File: src/rtl/cache_refill_ctrl.sv
// ---------------------------------------------------------------------------
// cache_refill_ctrl
//   Miss-handling sequencer for the data cache. On a miss it writes a dirty
//   victim line back to main memory one word at a time, then refills the
//   missing line one word at a time and pulses done_o so the cache can
//   install the new tag. It owns the main-memory port and also produces the
//   pipeline stall term and the writeback/refill statistics counters.
//
// Ports
//   clk, rst            clock; synchronous active-high reset
//   miss_req_i          cache needs service (held until done_o is seen)
//   victim_dirty_i      victim line is dirty (sampled at miss start)
//   victim_addr_i       byte address inside the victim line (sampled at start)
//   fill_addr_i         byte address inside the missing line (sampled at start)
//   line_rd_idx_o       victim word index into the cache array (combinational)
//   line_rd_data_i      victim word at line_rd_idx_o, same cycle
//   line_wr_en_o        write one refill word into the cache line
//   line_wr_idx_o       refill word index
//   line_wr_data_o      refill word
//   mem_rd_req_o        main-memory read request
//   mem_wr_req_o        main-memory write request
//   mem_addr_o          word-aligned memory address
//   mem_wr_data_o       memory write data
//   mem_rd_data_i       memory read data, valid while mem_gnt_i=1
//   mem_gnt_i           one-cycle completion strobe for the current word
//   busy_o              sequencer is not idle
//   done_o              one-cycle pulse: line refilled
//   stall_o             miss_req_i | busy_o
//   wb_cnt_o            completed writebacks (wraps)
//   fill_cnt_o          completed refills (wraps)
// ---------------------------------------------------------------------------
module cache_refill_ctrl #(
  parameter int LINE_ADDR_LEN = 2,
  parameter int CNT_W         = 32
) (
  input  logic                     clk,
  input  logic                     rst,
  input  logic                     miss_req_i,
  input  logic                     victim_dirty_i,
  input  logic [31:0]              victim_addr_i,
  input  logic [31:0]              fill_addr_i,
  output logic [LINE_ADDR_LEN-1:0] line_rd_idx_o,
  input  logic [31:0]              line_rd_data_i,
  output logic                     line_wr_en_o,
  output logic [LINE_ADDR_LEN-1:0] line_wr_idx_o,
  output logic [31:0]              line_wr_data_o,
  output logic                     mem_rd_req_o,
  output logic                     mem_wr_req_o,
  output logic [31:0]              mem_addr_o,
  output logic [31:0]              mem_wr_data_o,
  input  logic [31:0]              mem_rd_data_i,
  input  logic                     mem_gnt_i,
  output logic                     busy_o,
  output logic                     done_o,
  output logic                     stall_o,
  output logic [CNT_W-1:0]         wb_cnt_o,
  output logic [CNT_W-1:0]         fill_cnt_o
);

  localparam int BASE_W = 32 - LINE_ADDR_LEN - 2;
  localparam logic [LINE_ADDR_LEN-1:0] LAST_WORD = '1;
  localparam logic [LINE_ADDR_LEN-1:0] WORD_ONE  = LINE_ADDR_LEN'(1);
  localparam logic [CNT_W-1:0]         CNT_ONE   = CNT_W'(1);

  typedef enum logic [1:0] {
    IDLE = 2'd0,
    WB   = 2'd1,
    FILL = 2'd2,
    DONE = 2'd3
  } state_t;

  state_t                   state_q, state_d;
  logic [LINE_ADDR_LEN-1:0] word_cnt_q, word_cnt_d;
  logic [BASE_W-1:0]        victim_base_q, victim_base_d;
  logic [BASE_W-1:0]        fill_base_q, fill_base_d;
  logic [CNT_W-1:0]         wb_cnt_q, wb_cnt_d;
  logic [CNT_W-1:0]         fill_cnt_q, fill_cnt_d;

  // State, word counter, latched line bases and statistics registers.
  always_ff @(posedge clk) begin
    if (rst) begin
      state_q       <= IDLE;
      word_cnt_q    <= '0;
      victim_base_q <= '0;
      fill_base_q   <= '0;
      wb_cnt_q      <= '0;
      fill_cnt_q    <= '0;
    end else begin
      state_q       <= state_d;
      word_cnt_q    <= word_cnt_d;
      victim_base_q <= victim_base_d;
      fill_base_q   <= fill_base_d;
      wb_cnt_q      <= wb_cnt_d;
      fill_cnt_q    <= fill_cnt_d;
    end
  end

  // Next-state logic and memory/cache-array handshake outputs.
  always_comb begin
    state_d        = state_q;
    word_cnt_d     = word_cnt_q;
    victim_base_d  = victim_base_q;
    fill_base_d    = fill_base_q;
    wb_cnt_d       = wb_cnt_q;
    fill_cnt_d     = fill_cnt_q;
    line_rd_idx_o  = word_cnt_q;
    line_wr_en_o   = 1'b0;
    line_wr_idx_o  = '0;
    line_wr_data_o = 32'd0;
    mem_rd_req_o   = 1'b0;
    mem_wr_req_o   = 1'b0;
    mem_addr_o     = 32'd0;
    mem_wr_data_o  = 32'd0;
    done_o         = 1'b0;

    case (state_q)
      IDLE: begin
        // mem_gnt_i is deliberately ignored here: nothing is outstanding.
        if (miss_req_i) begin
          victim_base_d = victim_addr_i[31:LINE_ADDR_LEN+2];
          fill_base_d   = fill_addr_i[31:LINE_ADDR_LEN+2];
          word_cnt_d    = '0;
          state_d       = victim_dirty_i ? WB : FILL;
        end else begin
          state_d = IDLE;
        end
      end
      WB: begin
        mem_wr_req_o  = 1'b1;
        mem_addr_o    = {victim_base_q, word_cnt_q, 2'b00};
        mem_wr_data_o = line_rd_data_i;
        if (mem_gnt_i) begin
          // Incrementing past the last word wraps to 0, ready for the refill.
          word_cnt_d = word_cnt_q + WORD_ONE;
          if (word_cnt_q == LAST_WORD) begin
            state_d  = FILL;
            wb_cnt_d = wb_cnt_q + CNT_ONE;
          end else begin
            state_d = WB;
          end
        end else begin
          state_d = WB;
        end
      end
      FILL: begin
        mem_rd_req_o = 1'b1;
        mem_addr_o   = {fill_base_q, word_cnt_q, 2'b00};
        if (mem_gnt_i) begin
          line_wr_en_o   = 1'b1;
          line_wr_idx_o  = word_cnt_q;
          line_wr_data_o = mem_rd_data_i;
          word_cnt_d     = word_cnt_q + WORD_ONE;
          if (word_cnt_q == LAST_WORD) begin
            state_d    = DONE;
            fill_cnt_d = fill_cnt_q + CNT_ONE;
          end else begin
            state_d = FILL;
          end
        end else begin
          state_d = FILL;
        end
      end
      DONE: begin
        done_o  = 1'b1;
        state_d = IDLE;
      end
      default: begin
        state_d = IDLE;
      end
    endcase
  end

  assign busy_o     = (state_q != IDLE);
  assign stall_o    = miss_req_i | busy_o;
  assign wb_cnt_o   = wb_cnt_q;
  assign fill_cnt_o = fill_cnt_q;

endmodule

File: config.mk
export PLATFORM = sky130hd
export DESIGN_NAME = cache_refill_ctrl
export DESIGN_NICKNAME = d
export VERILOG_FILES = /design/src/rtl/cache_refill_ctrl.sv
export SDC_FILE = /design/constraint.sdc
export NUM_CORES = 1
export LEC_CHECK = 0
export ABC_CLOCK_PERIOD_IN_PS = 6540
export CAP_MARGIN = 10
export CORE_AREA = 2 2 117 119
export CTS_CLUSTER_DIAMETER = 200
export CTS_CLUSTER_SIZE = 20
export DETAILED_ROUTE_END_ITERATION = 8
export DIE_AREA = 0 0 119 121
export DONT_BUFFER_PORTS = 1
export SETUP_SLACK_MARGIN = 0.5
export SLEW_MARGIN = 20
export SYNTH_ARGS = -nofsm -noshare
export SYNTH_HDL_FRONTEND = slang
export SYNTH_SLANG_ARGS = --single-unit
export TNS_END_PERCENT = 100
File: constraint.sdc
create_clock -name clk -period 6.54 [get_ports clk]
set_input_delay 1.635 -clock clk [delete_from_list [all_inputs] [get_ports clk]]
set_output_delay 1.635 -clock clk [all_outputs]
set_load 0.1 [all_outputs]
---- After elaboration in Yosys (flattened, before gate mapping) ----
Cells that the tools add are included.
operators by class
  add/subtract/negate cells ............... 3
  multipliers ............................. 0
  div/mod/pow operators ................... 0
  order comparisons ....................... 0
  equality and inequality tests ........... 6
  shift-type cells ........................ 0
  mux-type cells .......................... 21
  bitwise logic cells ..................... 1
  reductions and logical operators ........ 8
operator list
  cell                                                              count
  32-bit 2-to-1 mux                                                 3
  32-bit by 1-bit adder with 32-bit output (second input constant)  2
  32-bit case mux with 2 select lines                               1
  2-bit 2-to-1 mux                                                  9
  3-bit AND reduction                                               3
  2-bit case mux with 4 select lines                                1
  2-bit == test (second input constant)                             3
  1-bit 2-to-1 mux                                                  6
  2-bit case mux with 2 select lines                                1
  2-bit nonzero test                                                2
  2-bit by 1-bit adder with 2-bit output (second input constant)    1
  2-bit by 1-bit == test with 1-bit output (second input constant)  1
  2-bit zero test                                                   1
  2-bit by 1-bit != test with 1-bit output (second input constant)  1
  2-bit != test (second input constant)                             1
  2-bit AND reduction                                               1
  2-bit OR reduction                                                1
  1-bit bitwise OR                                                  1
word-level totals
  flip-flop bits (word level) ............. 124
  bits in latches ......................... 0
  bits in writable memories ............... 0
  memory bits (read-only) ................. 0
  input port bits ......................... 133
  output and inout port bits .............. 170
  word-level logic and storage cells ...... 45
  memories kept ........................... 0

---- Longest topological paths before layout ----
  depth in word-level cells ............... 4
  gate-level depth with buffers ........... 8
  gate-level depth less buffers ........... 6

---- Worst setup path after synthesis ----
Ideal clock, no wire load.
  path kind ............................... reg-to-output
  start point ............................. register state_q[0]
  end point ............................... output port mem_addr_o[10]
  data arrival time ....................... 3.392 ns
  data required time ...................... 4.905 ns
  setup slack ............................. 1.513 ns
  cell stages (with the launch flop) ...... 7
  buffers on the path ..................... 2
  path through ............................ dfxtp_1 inv_1 ha_1 clkbuf_1 buf_1 a22oi_1 nor2b_1
between the ends
  longest elaborated chain between the ends .. 2
  elaborated cells on any way between the ends .. 3
  those cells by class .................... 2 x eq/ne; 1 x mux
RTL lines
  element                                                                           RTL line  text
  start: declaration                                                                72        state_t state_q, state_d;
  start signal: assignment                                                          89        state_q <= state_d;
  2-bit == test / 2-bit by 1-bit == test with 1-bit output (equally long branches)  116       case (state_q)
  32-bit case mux with 2 select lines (*)                                           116
  end: declaration                                                                  49        output logic [31:0] mem_addr_o,
Mark *: on every way between the ends. The rest lies on a longest branch, timed or not.

---- Worst setup path after layout ----
  start point ............................. register state_q[0]
  end point ............................... output port mem_addr_o[2]
The elaborated chain is that of the path after synthesis.

==> reports/qor.txt <==
Status: finished, final reports clean
Post-DP HPWL: 13900 um
Clock root buffer: clkbuf_16
CTS Hold Bufs: 0
NumNets Final: 906
# IOs: 303
Synthesized cell area: 6310 um^2
Multi-input gate area: 3560 um^2
Full die area: 14400 um^2
Hold path endpoint: fill_base_q[27]
Post-route ant nets: 0
TritonCTS clock tree: built
Type of the worst setup path: register to primary output
Asr flop ratio synth: 0%
TritonCTS Buffers: 17
Max Root-Sink Buffers: 2
Reg2reg setup slack: 3.15 ns
RR Endpoint: wb_cnt_o[29]
Yosys reg bits: 124
FF-to-FF path depth: 4
Most common cell after layout, fill and taps aside: nand2_1
Finished Cell Area: 7040 um^2
Finished Layout Cells: 960
Dpl cells: 922
Initial Utilization: 48.2%
CP arrival: 3.18 ns
Core Box Area: 13100 um^2
Count of final max-slew check failures: 0
Tcrit/Tclk final: 73.6%
RSZ-0062 raised after global routing: false
Per-cell routed wire length: 20.5 um
Worst R2R Start: wb_cnt_o[5]
Global placer's final weighted congestion: 0.813
Critical path capture point type: primary output
Final-report setup violation count: 0
Power Density: 289 nW/um^2
Clk sinks: 124
Slew @ Worst Pin: 1.18 ns
Worst path required time: 4.91 ns
Synth Instances: 797
Num rows: 42
YS warnings: 0
Final WL: 19700 um
Overflow after GRT: 0
Worst vdd ir: 196 uV
Hold Crit Start: fill_base_q[27]
Layout Skew: 0.0115 ns
Layout area overhead: 11.6%
Sequential element share of the synthesized area: 39.3%
Most frequent cells in the layout: 137 x nand2_1, 122 x dfxtp_1, 97 x a21oi_1
Port bufs: 0
Fin crit period: 4.81 ns
Die X: 119 um
EDFF count, synth: 0
Final hold vios: 0
Vias in the first global route: 5414
Fin util: 53.8%
Vias/cell: 6.10
Hold depth: 2
Pleak: 2.41 nW
First-pass GRT wire length: 30200 um
GRT Util Overall: 27.1%
Clk_lat worst skew: 0.42 ns
Initial antenna violation count: 6
Fillers: 1276
DRC viols: 0
CTS H-tree depth: 4
Resize count post-CTS: 0
Slew margin rel.: 21.1%
Number of DRC markers in iteration 0: 349
Placed Area: 6430 um^2
Setup Buffers After CTS: 0
Crit-path max FO: 32
Worst min path class: register to register
Total Power: 2.03 mW
Detailed Routing Iterations Pass 1: 5
Largest net degree at the start of global routing: 127
Avg Synthesized Cell Area: 7.92 um^2
Setup TNS: 0 ns
Count of cell types in the netlist: 44
FF+latch area: 2480 um^2
Setup crit start kind: register
Top FF cell, synth: dfxtp_1
Layout cell share with drive strength beyond 1: 11.7%
DIE HEIGHT: 121 um
Vias: 5857
Max_cap viols: 0
Fmax: 208 MHz
Clock transition at the registers of the reported paths: 0.05 ns
==> per-layer routing <==
layer	track usage (%)	part of all wire, %	vias up
met3	9.12	6.9	34
met2	46.4	50	241
met4	14.2	4.6	0
met5	0	0	-
li1	-	-	2776
met1	29.8	38	2806
==> stage by stage <==
| step | hold slack (ns) | setup WS (ns) |
|---|---|---|
| 2_1_floorplan | 0.434 | 1.51 |
| 3_3_place_gp | 0.436 | 2.17 |
| 3_5_place_dp | 0.440 | 2.15 |
| 4_1_cts | 0.448 | 1.69 |
| 5_1_grt | 0.466 | 1.58 |
| 6_report | 0.447 | 1.73 |
==> area by class of cell <==
type | instances | area share (%)
antenna | 6 | 0.213
multi-input combinational | 596 | 50.6
clock inverter | 11 | 1.65
tap | 176 | 3.13
inverter | 14 | 0.746
sequential | 124 | 35.3
clock buffer | 21 | 6.82
timing repair buffer | 12 | 1.56
==> cell usage after synthesis (2+ instances only) <==
cell type,n,area share (%)
clkbuf_1,39,2.3
nor3_1,4,0.32
buf_6,3,0.54
a21oi_1,97,7.7
nor2b_1,31,3.1
nor4_1,8,0.79
o21ai_0,11,0.87
nand4_1,22,2.2
inv_1,14,0.83
or3_1,10,0.99
nand2_1,138,8.2
nand4_2,3,0.59
mux2i_1,3,0.48
a22oi_1,28,3.3
dfxtp_1,124,39
xor2_1,8,1.1
buf_4,4,0.48
and4_1,8,1.1
nand3_1,21,1.7
and3_1,41,4.1
buf_2,4,0.32
clkbuf_8,3,0.65
ha_1,8,1.6
o31ai_1,30,3.6
nor2_1,29,1.7
xnor2_1,13,1.8
mux2_2,2,0.36
buf_1,8,0.48
or4_1,34,4.0
and2_1,35,3.5
==> how the worst max path moves through the flow <==
stage / slack [ns] / startpoint / endpoint / cells past startpoint
floorplan: 1.51 / state_q[0] / mem_addr_o[10] / 6
global placement: 2.17 / state_q[0] / mem_addr_o[2] / 4
detailed placement: 2.15 / state_q[0] / mem_addr_o[2] / 4
CTS: 1.69 / state_q[0] / mem_addr_o[2] / 4
global route: 1.58 / state_q[0] / mem_addr_o[2] / 4
finish: 1.73 / state_q[0] / mem_addr_o[2] / 4
==> worst max-delay path, cell delays in order, from the launching register on <==
cell	delay, ns
dfxtp_1	0.40
inv_1	0.13
ha_1	0.94
o21ai_0	0.36
nor2_2	0.91
==> report_power, final <==
part	internal [mW]	switching [mW]	total, mW	leakage (nW)
sequential	0.783	0.0201	0.803	1.01
combinational	0.0526	0.238	0.291	1.11
clock	0.597	0.343	0.940	0.291
total	1.43	0.601	2.03	2.41
==> state kept, by name, indices dropped and copies added (netlist names) <==
signal and flops:
line_rd_idx_o 2, fill_base_q 28, fill_cnt_o 32, victim_base_q 28, wb_cnt_o 32, state_q 2
==> cells by family (layout without fill, tap and decap cells) <==
group                      Yosys count  after routing  share of synthesized area (%)
muxes                                5              5                          0.833
DFF                                124            124                           39.3
AOI/OAI and AO/OA                  169            169                           15.9
buffers and inverters               78             58                           6.01
other                                1              8                         0.0594
xor gates and xnor gates            21             21                           2.91
adders and majority gates            8              8                           1.59
and+or+nand+nor                    391            391                           33.4
Power figures use the tool's default switching activity.
